**src/rtl/domdup_pkg.sv**
```systemverilog
// ----------------------------------------------------------------------------
// domdup_pkg
// Shared definitions for the ping-pong buffer read path: read FSM state
// encoding, default burst length and datapath widths.
// ----------------------------------------------------------------------------
package domdup_pkg;

    // One full half-buffer per burst.
    localparam int unsigned BURST_WORDS_DEFAULT = 8192;

    localparam int unsigned WORD_CNT_W  = 14;
    localparam int unsigned BUF_DATA_W  = 10;
    localparam int unsigned HOST_DATA_W = 16;
    localparam int unsigned BURST_CNT_W = 16;

    typedef enum logic [1:0] {
        IDLE   = 2'd0,
        BURST  = 2'd1,
        DRAIN1 = 2'd2,
        DRAIN2 = 2'd3
    } rd_state_e;

endpackage : domdup_pkg

```
**src/rtl/test_pattern_gen.sv**
```systemverilog
// ----------------------------------------------------------------------------
// test_pattern_gen
// Free-running 10-bit word counter that stands in for buffer data when the
// build defines TEST_PATTERN_EN. The module only exists in that build.
//
// Ports:
//   clk        buffer read clock, rising edge
//   rst_n      asynchronous active-low reset
//   advance_i  a word is being handed to the host this edge
//   clear_i    restart the sequence at 0 (wins over advance_i)
//   pattern_o  value for the word currently being handed over
// ----------------------------------------------------------------------------
`ifdef TEST_PATTERN_EN
module test_pattern_gen
    import domdup_pkg::*;
(
    input  logic                  clk,
    input  logic                  rst_n,
    input  logic                  advance_i,
    input  logic                  clear_i,
    output logic [BUF_DATA_W-1:0] pattern_o
);

    logic [BUF_DATA_W-1:0] pattern_q;
    logic [BUF_DATA_W-1:0] pattern_d;

    always_comb begin
        pattern_d = pattern_q;
        if (clear_i) begin
            pattern_d = '0;
        end else if (advance_i) begin
            // Natural wrap 1023 -> 0.
            pattern_d = pattern_q + 1'b1;
        end
    end

    always_ff @(posedge clk or negedge rst_n) begin
        if (!rst_n) begin
            pattern_q <= '0;
        end else begin
            pattern_q <= pattern_d;
        end
    end

    assign pattern_o = pattern_q;

endmodule : test_pattern_gen
`endif

```
**src/rtl/buffer_read_controller.sv**
```systemverilog
// ----------------------------------------------------------------------------
// buffer_read_controller
// Reads one full half-buffer (BURST_WORDS words) out of the ping-pong buffer
// whenever the host enables capture and a half-buffer is ready, and forwards
// each word to the FX3 GPIF host interface. Reads are only issued when the
// host can take a word, so no back-pressure FIFO is needed: the two-cycle
// buffer-read/register pipeline always has room.
//
// Build option: define TEST_PATTERN_EN to replace buffer data with a 10-bit
// incrementing test pattern (sub-module test_pattern_gen).
//
// Ports:
//   readClock        sole clock, rising edge
//   nReset           asynchronous active-low reset
//   collectData      host capture enable
//   dataAvailable    a full half-buffer is readable
//   bufferOverflow   write-side overflow flag
//   bufferData       read data, valid one clock after isReading
//   hostReady        host can accept a word this cycle
//   isReading        buffer read request (combinational in BURST)
//   hostData         word to host, {6'b0, data}
//   hostDataValid    hostData qualifier, two clocks after isReading
//   endOfBurst       marks the final word of a burst
//   overflowLatched  sticky overflow indication
//   burstCount       completed bursts since collectData rose
// ----------------------------------------------------------------------------
module buffer_read_controller
    import domdup_pkg::*;
#(
    parameter int unsigned BURST_WORDS = BURST_WORDS_DEFAULT
)
(
    input  logic                   readClock,
    input  logic                   nReset,
    input  logic                   collectData,
    input  logic                   dataAvailable,
    input  logic                   bufferOverflow,
    input  logic [BUF_DATA_W-1:0]  bufferData,
    input  logic                   hostReady,
    output logic                   isReading,
    output logic [HOST_DATA_W-1:0] hostData,
    output logic                   hostDataValid,
    output logic                   endOfBurst,
    output logic                   overflowLatched,
    output logic [BURST_CNT_W-1:0] burstCount
);

    localparam logic [WORD_CNT_W-1:0] LAST_WORD = WORD_CNT_W'(BURST_WORDS - 1);

    rd_state_e               state_q,      state_d;
    logic [WORD_CNT_W-1:0]   word_cnt_q,   word_cnt_d;
    logic                    rd_q;          // read issued last cycle: bufferData valid now
    logic                    valid_q,      valid_d;
    logic [HOST_DATA_W-1:0]  data_q,       data_d;
    logic                    ovf_q,        ovf_d;
    logic [BURST_CNT_W-1:0]  burst_cnt_q,  burst_cnt_d;
    logic                    rd_req;
    logic [BUF_DATA_W-1:0]   word_src;

    // ------------------------------------------------------------------
    // Read FSM: next state, word counter and read request
    // ------------------------------------------------------------------
    always_comb begin
        // NOTE: every output of this block gets a default first, so no path
        // through the case leaves a signal unassigned and no latch is built.
        state_d    = state_q;
        word_cnt_d = word_cnt_q;
        rd_req     = 1'b0;

        unique case (state_q)
            IDLE: begin
                if (collectData && dataAvailable) begin
                    state_d = BURST;
                end
            end
            BURST: begin
                // collectData and dataAvailable are deliberately not looked
                // at here: a started burst always empties its half-buffer.
                rd_req = hostReady;
                if (hostReady) begin
                    if (word_cnt_q == LAST_WORD) begin
                        word_cnt_d = '0;
                        state_d    = DRAIN1;
                    end else begin
                        word_cnt_d = word_cnt_q + 1'b1;
                    end
                end
            end
            DRAIN1: state_d = DRAIN2;  // last word is in the buffer read stage
            DRAIN2: state_d = IDLE;    // last word is on hostData
            default: state_d = IDLE;
        endcase
    end

    // ------------------------------------------------------------------
    // Status and output datapath
    // ------------------------------------------------------------------
`ifdef TEST_PATTERN_EN
    test_pattern_gen u_test_pattern_gen (
        .clk       (readClock),
        .rst_n     (nReset),
        .advance_i (rd_q),
        .clear_i   (!collectData),
        .pattern_o (word_src)
    );
`else
    assign word_src = bufferData;
`endif

    always_comb begin
        valid_d = rd_q;
        data_d  = rd_q ? {{(HOST_DATA_W - BUF_DATA_W){1'b0}}, word_src} : data_q;

        // Set wins over clear so an overflow seen while capture is being
        // disabled is still reported for that cycle.
        if (bufferOverflow) begin
            ovf_d = 1'b1;
        end else if (!collectData) begin
            ovf_d = 1'b0;
        end else begin
            ovf_d = ovf_q;
        end

        if (!collectData) begin
            burst_cnt_d = '0;
        end else if (state_q == DRAIN2) begin
            burst_cnt_d = burst_cnt_q + 1'b1;
        end else begin
            burst_cnt_d = burst_cnt_q;
        end
    end

    // ------------------------------------------------------------------
    // State registers
    // ------------------------------------------------------------------
    always_ff @(posedge readClock or negedge nReset) begin
        // NOTE: the reset clears the whole pipeline, including rd_q, so a
        // word in flight at reset is dropped rather than delivered later.
        if (!nReset) begin
            state_q     <= IDLE;
            word_cnt_q  <= '0;
            rd_q        <= 1'b0;
            valid_q     <= 1'b0;
            data_q      <= '0;
            ovf_q       <= 1'b0;
            burst_cnt_q <= '0;
        end else begin
            // NOTE: non-blocking assignments here, so every register samples
            // the values from before this edge regardless of statement order.
            state_q     <= state_d;
            word_cnt_q  <= word_cnt_d;
            rd_q        <= rd_req;
            valid_q     <= valid_d;
            data_q      <= data_d;
            ovf_q       <= ovf_d;
            burst_cnt_q <= burst_cnt_d;
        end
    end

    assign isReading       = rd_req;
    assign hostData        = data_q;
    assign hostDataValid   = valid_q;
    assign endOfBurst      = (state_q == DRAIN2);
    assign overflowLatched = ovf_q;
    assign burstCount      = burst_cnt_q;

endmodule : buffer_read_controller

```
**config.mk**
```make
export PLATFORM = sky130hd
export DESIGN_NAME = buffer_read_controller
export DESIGN_NICKNAME = d
export VERILOG_FILES = /design/src/rtl/domdup_pkg.sv /design/src/rtl/test_pattern_gen.sv /design/src/rtl/buffer_read_controller.sv
export SDC_FILE = /design/constraint.sdc
export NUM_CORES = 1
export LEC_CHECK = 0
export ABC_AREA = 0
export CAP_MARGIN = 5
export CORE_MARGIN = 2
export CORE_UTILIZATION = 67
export DETAILED_ROUTE_END_ITERATION = 10
export DONT_BUFFER_PORTS = 1
export GPL_ROUTABILITY_DRIVEN = 0
export PLACE_DENSITY = 0.95
export REMOVE_ABC_BUFFERS = 1
export SLEW_MARGIN = 20
export SYNTH_ARGS = -nofsm -noshare
export SYNTH_HDL_FRONTEND = slang
export SYNTH_SLANG_ARGS = --single-unit
export TNS_END_PERCENT = 10
```
**constraint.sdc**
```tcl
create_clock -name readClock -period 3.3 [get_ports readClock]
set_input_delay 0.33 -clock readClock [delete_from_list [all_inputs] [get_ports readClock]]
set_output_delay 0.33 -clock readClock [all_outputs]
set_load 0.05 [all_outputs]
```
---- Word level (Yosys, flattened, before mapping) ----
Index checks and enable logic that the tools add are counted.
storage, ports and cells
  bits in registers ....................... 45
  output and inout bits ................... 36
  logic and storage cells ................. 32
cells by class
  add/sub/neg operators ................... 2
  equal/unequal tests ..................... 9
  mux-type cells .......................... 10
  reductions and logical operators ........ 4
operator list
  kind                     count
  $mux W16                 2
  $add A16 B1 Y16 const B  1
  $add A14 B1 Y14 const B  1
  $eq A14 B13 Y1 const B   1
  $mux W14                 1
  $pmux W2 S4              1
  $mux W2                  3
  $ne A2 B2 Y1 const B     3
  $eq A2 B2 Y1 const B     2
  $ne A2 B1 Y1 const B     2
  $mux W1                  3
  $reduce_and A3 Y1        1
  $eq A2 B1 Y1 const B     1
  $logic_not A2 Y1         1
  $reduce_and A2 Y1        1
  $logic_and A1 B1 Y1      1

---- Longest topological paths before layout ----
  word-level depth ........................ 4
  gate-level depth with buffers ........... 6

---- Worst setup path after synthesis ----
No wires, ideal clock.
  kind .................................... register to register
  start point ............................. reg state_q[1]
  end point ............................... reg burst_cnt_q[14], in the netlist burstCount[14]
  arrival time ............................ 2.172 ns
  data required time ...................... 3.222 ns
  slack ................................... 1.050 ns
  stages on the path, launching flop included .. 6
  path buffers ............................ 0
  clock period less this slack ............ 2.250 ns
  cells stage by stage .................... dfrtp_1 ha_1 nor2b_1 or4_4 or4_1 a21oi_1
on the way
  cells in the longest elaborated chain, start to end .. 2
ends and longest elaborated chain
  item                    line                           source
  from (decl)             buffer_read_controller.sv:50   rd_state_e state_q, state_d;
  from (signal assigned)  buffer_read_controller.sv:150  state_q <= state_d;
  $eq A2 B2 Y1            --
  net endOfBurst          buffer_read_controller.sv:43   output logic endOfBurst,
  $ne A2 B1 Y1 (no line)  --
  to (signal assigned)    buffer_read_controller.sv:156  burst_cnt_q <= burst_cnt_d;
  to (decl)               buffer_read_controller.sv:56   logic [BURST_CNT_W-1:0] burst_cnt_q, burst_cnt_d;
The timed path passes the listed nets, and every way through them passes these cells.
A chain may end at the register's enable or synchronous reset.

---- Final worst setup path ----
  start point ............................. reg burst_cnt_q[3], in the netlist burstCount[3]
  end point ............................... reg burst_cnt_q[12], in the netlist burstCount[12]
on the way
  cells in the longest elaborated chain, start to end .. 3
ends and longest elaborated chain
  item             line                           source
  $add A16 B1 Y16  buffer_read_controller.sv:127  burst_cnt_d = burst_cnt_q + 1'b1;
  $mux W16         buffer_read_controller.sv:126  end else if (state_q == DRAIN2) begin
  $mux W16         buffer_read_controller.sv:124  if (!collectData) begin
Every way passes these cells. The select of a mux whose other input is x is not followed.

==> results.yml <==
synth:
  yosysWarnings: 0
  synth_area_per_cell_um2: 10.7
  synth-seq-area-share: 0.516
  synth.most_common_cell: "dfrtp_1"
  synth_edf_count: 0
  yosysTopAreaCellShare: 0.516
  ys_seq_elements: 45
  ys.flop_type: "dfrtp_1"
  synth.distinct_cells: 35
  async_flop_share: 1.00
  synth_cells: 204
  netlist_area_um2: 2180
  ys_top_cells_by_count: "dfrtp_1 (45), nand2_1 (20), nor2_1 (16)"
  synth_top_area_cell: "dfrtp_1"
  synth_area_leaders: "dfrtp_1 (52%), mux2_2 (5.7%), xnor2_1 (4.8%), ha_1 (4.0%), nand2_1 (3.4%)"
route:
  wl_per_cell_um: 18.4
  num_vias: 1583
  wl_mm: 4.68
  ant_nets: 0
  drc_errors: 0
  via_per_inst: 6.23
  drt_pass1_iterations: 4
  drtIter0Drc: 205
floorplan:
  die_x_um: 61.1
  dieArea_um2: 3730
  core.rowCount: 20
  pin_count: 52
  fp.dieH_um: 61.1
  core_um2: 3080
  initial_core_util: 0.709
clock_network:
  ctsHoldBuffers: 2
  path_clk_slew_ps: 140
  clock_sinks: 45
  numCtsBuffers: 5
  clockRootBuffer: "clkbuf_4"
  post_cts_buffers: 0
  htree_levels: 2
  insertion_delay_ps: 370
  post_cts_resized: 0
  ctsLongestPathBuffers: 2
  cts_tree: "yes"
worst_setup_path:
  reg2reg_to: "burstCount[12]"
  cp_data_arrival_time_ps: 2550
  r2r_setup_slack_ps: 1050
  worstSetupStartpointType: "flop"
  r2r-start: "burstCount[3]"
  cp.required_ps: 3600
  ff2ff_path_depth: 4
  cp_max_fo: 6
  crit_path_end_kind: "flop"
  critPathKind: "reg -> reg"
placed_design:
  hpwl_mm: 3.13
  dp_cells: 244
  port_buffers: 0
  placed_area_um2: 2200
power:
  p_clk_frac: 0.304
  switching_power_uw: 352
  p_comb_frac: 0.099
  p_leak_nw: 0.995
  power_density_nw_per_um2: 505
  peakVddDrop_uv: 410
  seqPwrFrac: 0.597
  p_int_uw: 821
  power.share.switching: 0.300
outcome:
  status: "complete, no violations"
global_routing:
  grt_antenna_before_repair: 0
  grt_remaining_overflow: 0
  grt_pass1_vias: 1541
  grt_pass1_wl_mm: 7.23
  grt_max_degree: 46
  grt_usage: 0.268
worst_hold_path:
  whs_endpoint: "overflowLatched"
  hold_path_depth: 1
  hold_path_startpoint: "bufferOverflow"
  hold_path.class: "in -> reg"
timing:
  max_freq_mhz: 444
  fin_hold_ws_ps: 75.0
  setup-tns-final_ps: 0
  skew_ps: 11.1
  final_hold_viol_count: 0
  rsz0062_at_grt: "false"
  drv_slew: 0
  max_slew.worst_pin.slew_ps: 648
  setup_violations: 0
  min_period_ps: 2250
  fin_crit_sh: 0.682
  max-slew-margin-rel: 0.568
final_layout:
  final_nets: 232
  area_delta_synth_final_pct: 6.42
  drive_gt1_frac: 0.114
  fillCellCount: 186
  final_area_um2: 2320
  fin_cells: 254
  antenna_cells: 0
run:
  drv_cap: 0
## layout make-up
type | instances | area [µm²] | share of cell area
tap | 44 | 55.1 | 0.0237
timing repair buffer | 3 | 37.5 | 0.0162
clock buffer | 6 | 51.3 | 0.0221
clock inverter | 2 | 37.5 | 0.0162
multi-input combinational | 146 | 985 | 0.424
sequential | 45 | 1130 | 0.485
inverter | 8 | 30.0 | 0.0129
## power groups by stage
stage / clock (mW) / combinational, mW / sequential [mW]
floorplan: 0 / 0.0870 / 0.695
global placement: 0 / 0.0957 / 0.704
detailed placement: 0 / 0.0992 / 0.707
CTS: 0.360 / 0.116 / 0.698
global route: 0.386 / 0.131 / 0.708
finish: 0.357 / 0.116 / 0.700
## worst max-delay path by stage
stage                  start             end  depth (start not counted)
6_report       burstCount[3]  burstCount[12]                          4
3_5_place_dp      state_q[1]  burstCount[13]                          6
2_1_floorplan     state_q[1]  burstCount[14]                          5
3_3_place_gp   burstCount[0]  burstCount[14]                          5
4_1_cts        burstCount[0]  burstCount[12]                          5
5_1_grt           state_q[1]  burstCount[13]                          6
## registers in the layout (all words and copies together), names as in the netlist
register         cells
rd_q                 1
hostData            10
hostDataValid        1
overflowLatched      1
burstCount          16
state_q              2
word_cnt_q          14
## layout by cell type (no fill, tap or decap), types with 2 or more instances in the layout
| master | count |
|---|---|
| mux2i_1 | 5 |
| o21ai_0 | 4 |
| conb_1 | 6 |
| nand4_1 | 8 |
| clkbuf_4 | 5 |
| nor3_1 | 5 |
| dfrtp_1 | 45 |
| nand2b_1 | 5 |
| xor2_1 | 4 |
| nand2_1 | 20 |
| o31ai_1 | 2 |
| nor4_1 | 6 |
| xnor2_1 | 12 |
| or3_1 | 4 |
| or4_1 | 5 |
| inv_1 | 8 |
| ha_1 | 7 |
| a21oi_1 | 5 |
| nand3_1 | 6 |
| mux2_2 | 11 |
| nor2_1 | 16 |
| a21o_1 | 2 |
| nand3_2 | 2 |
## per-layer routing
metal,up-vias,share of wire,track usage
li1,718,-,-
met5,-,0,0
met3,14,0.071,0.0924
met2,79,0.51,0.444
met1,772,0.40,0.331
met4,0,0.020,0.0839
## cells by family after synthesis
group / Yosys count / share of synthesized area
adder cells (fa/ha/maj): 7 / 0.0401
XOR/XNOR: 16 / 0.0642
flip-flops: 45 / 0.516
buffers and inverters: 18 / 0.0413
multiplexers: 17 / 0.0849
AND/OR/NAND/NOR: 83 / 0.202
AO/OA/AOI/OAI: 17 / 0.0499
other: 1 / 0.00172
## critical path, stage by stage (launching register included)
cell and delay, ps:
dfrtp_1 790, nand3_2 210, or4_4 590, or4_1 440, a21oi_1 170
## metrics by stage
| step | util | worst slack (ps) | power [mW] |
|---|---|---|---|
| 2_1_floorplan | - | 1050 | 0.782 |
| 3_3_place_gp | 0.716 | 1200 | 0.800 |
| 3_5_place_dp | 0.716 | 1100 | 0.806 |
| 4_1_cts | 0.754 | 1050 | 1.17 |
| 5_1_grt | 0.754 | 918 | 1.22 |
| 6_report | 0.754 | 1050 | 1.17 |
Power figures use the tool's default switching activity.
